$ cat config.mk
export PLATFORM = sky130hd
export DESIGN_NAME = macarb8_ctrl_flat
export DESIGN_NICKNAME = d
export VERILOG_FILES = /design/src/rtl/macarb8_ctrl_if.sv /design/src/rtl/macarb8_ctrl.sv /design/src/flat_wrapper.sv
export SDC_FILE = /design/constraint.sdc
export NUM_CORES = 1
export LEC_CHECK = 0
export CORE_ASPECT_RATIO = 1.4
export CORE_MARGIN = 2
export CORE_UTILIZATION = 53
export DETAILED_ROUTE_END_ITERATION = 12
export GPL_TIMING_DRIVEN = 0
export MAX_ROUTING_LAYER = met4
export PLACE_DENSITY = 0.77
export REMOVE_ABC_BUFFERS = 1
export SLEW_MARGIN = 0
export SYNTH_ARGS = -nofsm -noshare
export SYNTH_HDL_FRONTEND = slang
export SYNTH_SLANG_ARGS = --single-unit
$ cat constraint.sdc
create_clock -name MasterClock -period 4.05 [get_ports MasterClock]
set_input_delay 0.81 -clock MasterClock [delete_from_list [all_inputs] [get_ports MasterClock]]
set_output_delay 0.81 -clock MasterClock [all_outputs]
set_load 0.1 [all_outputs]
$ cat src/rtl/macarb8_ctrl_if.sv
// Request/ready/grant bus of the 8-way round-robin arbiter macarb8_ctrl.
// The arbiter side uses the slave modport; the requester/device side uses master.
interface macarb8_ctrl_if;
    logic [7:0] REQ;
    logic [7:0] RDY;
    logic [7:0] GNT;
    logic [2:0] OWNER;
    logic       BUSY;
    logic       ALLRDY;
    logic       TIMEOUT;

    modport master (output REQ, output RDY,
                    input GNT, input OWNER, input BUSY, input ALLRDY, input TIMEOUT);
    modport slave  (input REQ, input RDY,
                    output GNT, output OWNER, output BUSY, output ALLRDY, output TIMEOUT);
endinterface

$ cat src/rtl/macarb8_ctrl.sv
// 8-requester round-robin bus arbiter: IDLE -> GRANT -> DRAIN, one owner at a time.
// Optional grant watchdog enabled by defining MACARB8_TIMEOUT_EN.
module macarb8_ctrl #(
    parameter int TIMEOUT_CYCLES = 255
) (
    input  logic           MasterClock,
    input  logic           RESETL,
    macarb8_ctrl_if.slave  bus
);

    typedef enum logic [1:0] {
        ST_IDLE  = 2'd0,
        ST_GRANT = 2'd1,
        ST_DRAIN = 2'd2
    } state_t;

    state_t     state_r;
    logic [2:0] ptr_r;
    logic [2:0] owner_r;
    logic [7:0] gnt_r;
    logic       busy_r;
    logic       timeout_r;
    logic [2:0] winner_s;

    // First set request at or above ptr, wrapping 7 -> 0.
    function automatic logic [2:0] pick_winner(input logic [7:0] req, input logic [2:0] ptr);
        logic [2:0] idx;
        logic       found;
        pick_winner = 3'd0;
        found       = 1'b0;
        for (int i = 0; i < 8; i++) begin
            idx = ptr + 3'(i);
            if (!found && req[idx]) begin
                pick_winner = idx;
                found       = 1'b1;
            end
        end
    endfunction

`ifdef MACARB8_TIMEOUT_EN
    localparam logic [7:0] TO_LIMIT = 8'(TIMEOUT_CYCLES - 1);
    logic [7:0] cnt_r;
`else
    logic [7:0] unused_timeout_s;
    assign unused_timeout_s = 8'(TIMEOUT_CYCLES);
`endif

    // Winner selection is a pure function of the live request vector and pointer.
    always_comb begin
        winner_s = pick_winner(bus.REQ, ptr_r);
    end

    assign bus.ALLRDY  = &bus.RDY;
    assign bus.GNT     = gnt_r;
    assign bus.OWNER   = owner_r;
    assign bus.BUSY    = busy_r;
    assign bus.TIMEOUT = timeout_r;

    // Arbitration state machine with registered outputs.
    always_ff @(posedge MasterClock or negedge RESETL) begin
        if (!RESETL) begin
            state_r   <= ST_IDLE;
            ptr_r     <= 3'd0;
            owner_r   <= 3'd0;
            gnt_r     <= 8'h00;
            busy_r    <= 1'b0;
            timeout_r <= 1'b0;
`ifdef MACARB8_TIMEOUT_EN
            cnt_r     <= 8'd0;
`endif
        end else begin
            timeout_r <= 1'b0;
            case (state_r)
                ST_IDLE: begin
                    if (|bus.REQ) begin
                        owner_r <= winner_s;
                        gnt_r   <= 8'h01 << winner_s;
                        busy_r  <= 1'b1;
                        state_r <= ST_GRANT;
`ifdef MACARB8_TIMEOUT_EN
                        cnt_r   <= 8'd0;
`endif
                    end else begin
                        busy_r  <= 1'b0;
                    end
                end
                ST_GRANT: begin
                    // A voluntary drop takes precedence over the watchdog on the same edge.
                    if (!bus.REQ[owner_r]) begin
                        gnt_r   <= 8'h00;
                        ptr_r   <= owner_r + 3'd1;
                        state_r <= ST_DRAIN;
                    end
`ifdef MACARB8_TIMEOUT_EN
                    else if (cnt_r == TO_LIMIT) begin
                        gnt_r     <= 8'h00;
                        ptr_r     <= owner_r + 3'd1;
                        state_r   <= ST_DRAIN;
                        timeout_r <= 1'b1;
                    end else begin
                        cnt_r <= cnt_r + 8'd1;
                    end
`else
                    else begin
                        gnt_r <= gnt_r;
                    end
`endif
                end
                ST_DRAIN: begin
                    if (bus.ALLRDY) begin
                        state_r <= ST_IDLE;
                        busy_r  <= 1'b0;
                    end else begin
                        busy_r  <= 1'b1;
                    end
                end
                default: begin
                    state_r <= ST_IDLE;
                    gnt_r   <= 8'h00;
                    busy_r  <= 1'b0;
                end
            endcase
        end
    end

endmodule

$ cat src/flat_wrapper.sv
// flat-port wrapper written by rule: the top's interface ports become plain ports
module macarb8_ctrl_flat 
#(
    parameter int TIMEOUT_CYCLES = 255
)
  (MasterClock, RESETL, bus_REQ, bus_RDY, bus_GNT, bus_OWNER, bus_BUSY, bus_ALLRDY, bus_TIMEOUT);
  macarb8_ctrl_if bus_i ();
  input  logic MasterClock;
  input  logic RESETL;
  input wire logic [$bits(bus_i.REQ)-1:0] bus_REQ;
  input wire logic [$bits(bus_i.RDY)-1:0] bus_RDY;
  output wire logic [$bits(bus_i.GNT)-1:0] bus_GNT;
  output wire logic [$bits(bus_i.OWNER)-1:0] bus_OWNER;
  output wire logic [$bits(bus_i.BUSY)-1:0] bus_BUSY;
  output wire logic [$bits(bus_i.ALLRDY)-1:0] bus_ALLRDY;
  output wire logic [$bits(bus_i.TIMEOUT)-1:0] bus_TIMEOUT;
  assign bus_i.REQ = bus_REQ;
  assign bus_i.RDY = bus_RDY;
  assign bus_GNT = bus_i.GNT;
  assign bus_OWNER = bus_i.OWNER;
  assign bus_BUSY = bus_i.BUSY;
  assign bus_ALLRDY = bus_i.ALLRDY;
  assign bus_TIMEOUT = bus_i.TIMEOUT;
  macarb8_ctrl #(.TIMEOUT_CYCLES(TIMEOUT_CYCLES)) u_core (.MasterClock(MasterClock), .RESETL(RESETL), .bus(bus_i));
endmodule
==> reports/results.txt, run 1 <==
RSZ-0062 raised after global routing -> no
Slowest-stage cell, CP -> dfrtp_1
overall global routing resource usage -> 26.24%
Vias/cell -> 6.631
clk_skew -> 0.004007 ns
CTS root buf -> clkbuf_8
Slew @ Worst Pin -> 0.9920 ns
Avg Cell Area, Syn -> 9.989 um^2
Finished Layout Cells -> 241
synth-to-layout area growth -> 19.14%
endpoints failing setup -> 0
final worst path period need -> 3.781 ns
met3 GRT Util -> 1.646%
routed len/inst -> 18.60 um
Die Wd -> 52.95 um
Worst Setup SP -> u_core.ptr_r[1]
Pins Over Slew Limit -> 0
Final Hold Slack -> 0.4844 ns
outcome -> completed
initial antenna violation count -> 0
die area -> 3840 um^2
synth warn -> 0
Rel. slew slack -> 33.66%
design area -> 2118 um^2
clk sinks -> 17
worst-skew pair later-pin latency -> 0.25 ns
RR Startpoint -> u_core.ptr_r[1]
GR peak layer -> met2
CP Data Arrival Time -> 3.93 ns
Placed Area -> 2067 um^2
critical path's largest stage delay -> 0.66 ns
main combinational cell family by area after synthesis -> multiplexers
cell row count -> 24
Seq/Total Area, Yosys -> 23.93%
R2R depth -> 9
CP Max Fanout -> 14
Die Y -> 72.53 um
Ports -> 32
Netlist cell types -> 58
starting density of the core -> 56.39%
post-DP HPWL -> 3336 um
first-pass GRT wire length -> 7417 um
Final Cycle Share -> 93.36%
# diodes -> 0
Max H-tree Level -> 1
Hold Crit Class -> reg -> reg
number of enable flip-flop cells after synthesis -> 0
clock slew at reported path FFs -> 0.06 ns
Post-synth ARST share -> 100.0%
Crit path buffers/inverters -> 1
multiplexer share of the synthesized area -> 30.54%
WS Path Type -> reg -> reg
final antenna-violating net count -> 0
initial DRC count -> 68
gp weighted congestion -> 0.8957
hold_buf cts -> 0
post-synthesis adder-cell area fraction -> 2.111%
Post-Route WL -> 4482 um
R2R Setup Slk -> 0.27 ns
most common cell after layout, fill and taps aside -> clkdlybuf4s50_1
vias -> 1598
max-cap violations -> 0
share of cells above drive strength 1 -> 17.82%
maximum clock path buffer count -> 2
required time worst endpoint -> 4.20 ns
Placed Cells -> 237
Gate Count Post-Synth -> 178
Final Hold Fails -> 0
endpoint of the worst register-to-register path -> u_core.bus.GNT[3]
Net count, final -> 224
commonest register cell after synthesis -> dfrtp_1
Top delay family on crit path -> compound AO/OA/AOI/OAI gates
Residual DRC -> 0
CP Capture Type -> register
CTS tree -> done
largest net degree at the start of global routing -> 30
cells along the critical path -> inv_1 -> ha_2 -> mux2_2 -> mux4_2 -> o2bb2ai_2 -> nand3_1 -> a2111oi_2 -> a211oi_4 -> o31ai_1
FMAX -> 0.2645 GHz
vias in the first global route -> 1609
post-synth design cell area -> 1778 um^2
Port-buffer cells -> 30
Synth Area in Compound Gates -> 20.34%
Yosys reg bits -> 17
met2 Usage GRT -> 45.83%
final worst slack -> 0.2690 ns
crit path launch type -> register
Simple-Gate Fraction of Synth Area -> 16.75%
pre-CTS setup slack -> -0.3314 ns
worst setup path end -> u_core.bus.GNT[3]
core area -> 3153 um^2
commonest non-fill, non-tap cells in the layout -> clkdlybuf4s50_1, nand2_1, dfrtp_1
Inserted Clock Buffers -> 3
TritonRoute pass-1 iters -> 4
post-synthesis xor/xnor area fraction -> 1.478%
Critical Path Stages -> 9
remaining global-route overflow -> 0
GR Util met1 -> 31.64%
## cell usage after synthesis (2+ instances only)
| library cell | instances | share of area, % |
|---|---|---|
| nor2_1 | 6 | 1.3 |
| mux2_2 | 8 | 5.1 |
| inv_1 | 6 | 1.3 |
| nand3_1 | 4 | 1.1 |
| mux2i_1 | 12 | 6.8 |
| o221ai_1 | 2 | 0.99 |
| nor2b_1 | 6 | 2.1 |
| o21ai_1 | 2 | 0.56 |
| xor2_1 | 2 | 0.99 |
| a221oi_1 | 2 | 0.99 |
| nand4_1 | 3 | 1.1 |
| mux4_2 | 13 | 16 |
| a31oi_1 | 2 | 0.70 |
| o21ai_0 | 10 | 2.8 |
| dfrtp_1 | 17 | 24 |
| a21oi_1 | 5 | 1.4 |
| nor4_1 | 2 | 0.70 |
| buf_2 | 4 | 1.1 |
| ha_1 | 3 | 2.1 |
| nand2b_1 | 6 | 2.1 |
| buf_4 | 2 | 0.84 |
| nand2_1 | 22 | 4.6 |
| a22o_1 | 3 | 1.5 |
| clkbuf_2 | 2 | 0.56 |
## cell type report
type | instances | area [um^2]
multi-input cells | 145 | 1272
fillers | 249 | 1035
flip-flops and latches | 17 | 429.2
repair buffers | 30 | 300.3
well taps | 39 | 48.80
clock buffers | 4 | 45.04
inverters | 6 | 22.52
## registers in the layout, summed over array words and instances (netlist names)
signal / count
u_core.bus.GNT: 8
u_core.bus.OWNER: 3
u_core.ptr_r: 3
u_core.state_r: 2
u_core.bus.BUSY: 1
## per-layer routing
metal	up-vias	wire, um	share of wire [%]
met3	6	189	4.2
li1	740	-	-
met5	-	0	0
met4	0	61	1.4
met1	797	1806	40
met2	55	2424	54
## logic make-up after synthesis
kind of cell | after synthesis
mux | 35
simple gates | 57
flops | 17
compound gates | 46
fa+ha+maj | 3
other cells | 1
buf+inv | 16
xor+xnor | 3
## through the flow
step	util, %	setup TNS, ns
after global placement	65.56	-1.115
after floorplan	-	0
after CTS	67.02	0
after global routing	67.18	0
final	67.18	0
after detailed placement	65.56	-2.486
## worst register-to-register path: cells and delay by family (launching register included)
family                     cells  cell delay [ns]
AOI/OAI and AO/OA              4             1.13
DFF                            1             0.66
adders and majority gates      1             0.59
and+or+nand+nor                1             0.18
buffers and inverters          1             0.23
muxes                          2             0.90
## worst min path at each step
stage	slack, ns	cells after the start	endpoint	start
final	0.48	2	u_core.bus.GNT[2]	u_core.bus.GNT[2]
after global routing	0.53	2	u_core.bus.GNT[3]	u_core.bus.GNT[3]
after CTS	0.49	2	u_core.bus.GNT[2]	u_core.bus.GNT[2]
after detailed placement	0.47	2	u_core.bus.GNT[2]	u_core.bus.GNT[2]
after global placement	0.47	2	u_core.bus.GNT[3]	u_core.bus.GNT[3]
after floorplan	0.50	1	u_core.bus.BUSY	u_core.state_r[0]
## repair_timing
action,4_1_cts,5_1_grt
resized for setup,1,2
pin swaps,0,0
setup endpoints to repair,9,9
buffers inserted,0,0
Power of run 1 is left out: the tool's default activity adds up to more than one toggle a clock period on the data nets, which glitch-free logic cannot reach.
==> inputs of run 2 (changes only) <==
- CORE_ASPECT_RATIO: 1.4 -> 0.75
==> reports/results.txt, run 2 (synthesized netlist as in run 1, its figures left out) <==
routed len/inst -> 18.76 um (was 18.60 um)
Final Cycle Share -> 94.97% (was 93.36%)
max-cap violations -> 0 (unchanged)
endpoint of the worst register-to-register path -> u_core.bus.OWNER[1] (was u_core.bus.GNT[3])
worst setup path end -> u_core.bus.OWNER[1] (was u_core.bus.GNT[3])
clock slew at reported path FFs -> 0.07 ns (was 0.06 ns)
Max H-tree Level -> 1 (unchanged)
Vias/cell -> 6.682 (was 6.631)
commonest non-fill, non-tap cells in the layout -> clkdlybuf4s50_1, nand2_1, dfrtp_1 (unchanged)
# diodes -> 0 (unchanged)
WS Path Type -> reg -> reg (unchanged)
Net count, final -> 224 (unchanged)
Die Wd -> 70.88 um (was 52.95 um)
starting density of the core -> 54.82% (was 56.39%)
vias in the first global route -> 1504 (was 1609)
R2R depth -> 9 (unchanged)
Hold Crit Class -> reg -> reg (unchanged)
CP Data Arrival Time -> 3.96 ns (was 3.93 ns)
synth-to-layout area growth -> 19.28% (was 19.14%)
die area -> 3839 um^2 (was 3840 um^2)
Rel. slew slack -> 34.62% (was 33.66%)
Slowest-stage cell, CP -> dfrtp_1 (unchanged)
CTS root buf -> clkbuf_8 (unchanged)
clk sinks -> 17 (unchanged)
max reg flops -> 8 (unchanged)
outcome -> completed (unchanged)
remaining global-route overflow -> 0 (unchanged)
CP Capture Type -> register (unchanged)
required time worst endpoint -> 4.16 ns (was 4.20 ns)
gp weighted congestion -> 0.9146 (was 0.8957)
most common cell after layout, fill and taps aside -> clkdlybuf4s50_1 (unchanged)
Worst Setup SP -> u_core.ptr_r[1] (unchanged)
critical path's largest stage delay -> 0.69 ns (was 0.66 ns)
final antenna-violating net count -> 0 (unchanged)
Residual DRC -> 0 (unchanged)
largest net degree at the start of global routing -> 30 (unchanged)
final worst path period need -> 3.846 ns (was 3.781 ns)
worst-skew pair later-pin latency -> 0.25 ns (about the same)
Inserted Clock Buffers -> 3 (unchanged)
FMAX -> 0.2600 GHz (was 0.2645 GHz)
Pins Over Slew Limit -> 0 (unchanged)
maximum clock path buffer count -> 2 (unchanged)
CP Max Fanout -> 14 (unchanged)
Final Hold Fails -> 0 (unchanged)
endpoints failing setup -> 0 (unchanged)
overall global routing resource usage -> 25.37% (was 26.24%)
cell row count -> 18 (was 24)
postcts setup bufs -> 0 (unchanged)
TritonRoute pass-1 iters -> 4 (unchanged)
RR Startpoint -> u_core.ptr_r[1] (unchanged)
Ports -> 32 (unchanged)
Post-Route WL -> 4540 um (was 4482 um)
R2R Setup Slk -> 0.20 ns (was 0.27 ns)
initial DRC count -> 141 (was 68)
vias -> 1617 (was 1598)
Die Y -> 54.16 um (was 72.53 um)
cells along the critical path -> inv_1 -> ha_2 -> mux2_2 -> mux4_2 -> o2bb2ai_2 -> nand3_1 -> a21o_1 -> a211oi_4 -> o21ai_0 (was inv_1 -> ha_2 -> mux2_2 -> mux4_2 -> o2bb2ai_2 -> nand3_1 -> a2111oi_2 -> a211oi_4 -> o31ai_1)
Final Util -> 65.39% (was 67.18%)
first-pass GRT wire length -> 7431 um (was 7417 um)
CTS tree -> done (unchanged)
core area -> 3243 um^2 (was 3153 um^2)
share of cells above drive strength 1 -> 18.32% (was 17.82%)
Port-buffer cells -> 30 (unchanged)
Slew @ Worst Pin -> 0.9777 ns (was 0.9920 ns)
post-DP HPWL -> 3442 um (was 3336 um)
crit path launch type -> register (unchanged)
RSZ-0062 raised after global routing -> no (unchanged)
initial antenna violation count -> 0 (unchanged)
hold_buf cts -> 0 (unchanged)
clk_skew -> 0.002806 ns (was 0.004007 ns)
[run 2: cell types whose count changed in the layout (fill, tap and decap cells not counted), sizes merged]
cell / delta
clkbuf: -1
clkinv: +1
[run 2: stage by stage]
stage | instances | instance area [um^2] | hold WS (ns) | setup TNS, ns | setup slack [ns]
detailed placement | 238 | 2068 | 0.4655 | -1.928 | -0.2441
finish | 242 | 2121 | 0.4847 | 0 | 0.2035
floorplan | 168 | 1718 | 0.5023 | 0 | 0.2944
global placement | 238 | 2068 | 0.4634 | -0.8382 | -0.1162
CTS | 242 | 2116 | 0.4962 | 0 | 0.1146
global route | 242 | 2121 | 0.5180 | 0 | 0.008216
[run 2: worst min-delay path by stage]
stage	startpoint	endpoint	cells after the start
finish	u_core.bus.GNT[6]	u_core.bus.GNT[6]	2
global route	u_core.bus.GNT[7]	u_core.bus.GNT[7]	2
CTS	u_core.bus.GNT[6]	u_core.bus.GNT[6]	2
global placement	u_core.bus.GNT[3]	u_core.bus.GNT[3]	2
floorplan	u_core.state_r[0]	u_core.bus.BUSY	1
detailed placement	u_core.bus.GNT[3]	u_core.bus.GNT[3]	2
[run 2: final cells by class]
class / count / area, um^2
well taps: 40 / 50.05
fillers: 257 / 1122
repair buffers: 30 / 300.3
inverters: 6 / 22.52
clock inverters: 1 / 5.005
flip-flops and latches: 17 / 429.2
clock buffers: 3 / 41.29
multi-input cells: 145 / 1272
[run 2: layer usage]
layer / wire length [um] / up-vias / GRT usage (%)
li1: - / 734 / -
met1: 1971 / 803 / 34.50
met2: 2194 / 69 / 40.50
met3: 295 / 11 / 4.120
met4: 79 / 0 / 5.975
met5: 0 / - / -
[run 2: critical path, delay by kind of cell, from the launching register on]
kind,cells,cell delay (ns)
muxes,2,0.90
and+or+nand+nor,1,0.17
AOI/OAI and AO/OA,4,1.08
DFF,1,0.69
buffers and inverters,1,0.24
adders and majority gates,1,0.61
[run 2: what timing repair did]
action / CTS / global route
gates cloned: 0 / 0
endpoints found under the setup margin: 9 / 9
resized for setup: 1 / 2
Power of run 2 is left out for the same reason.
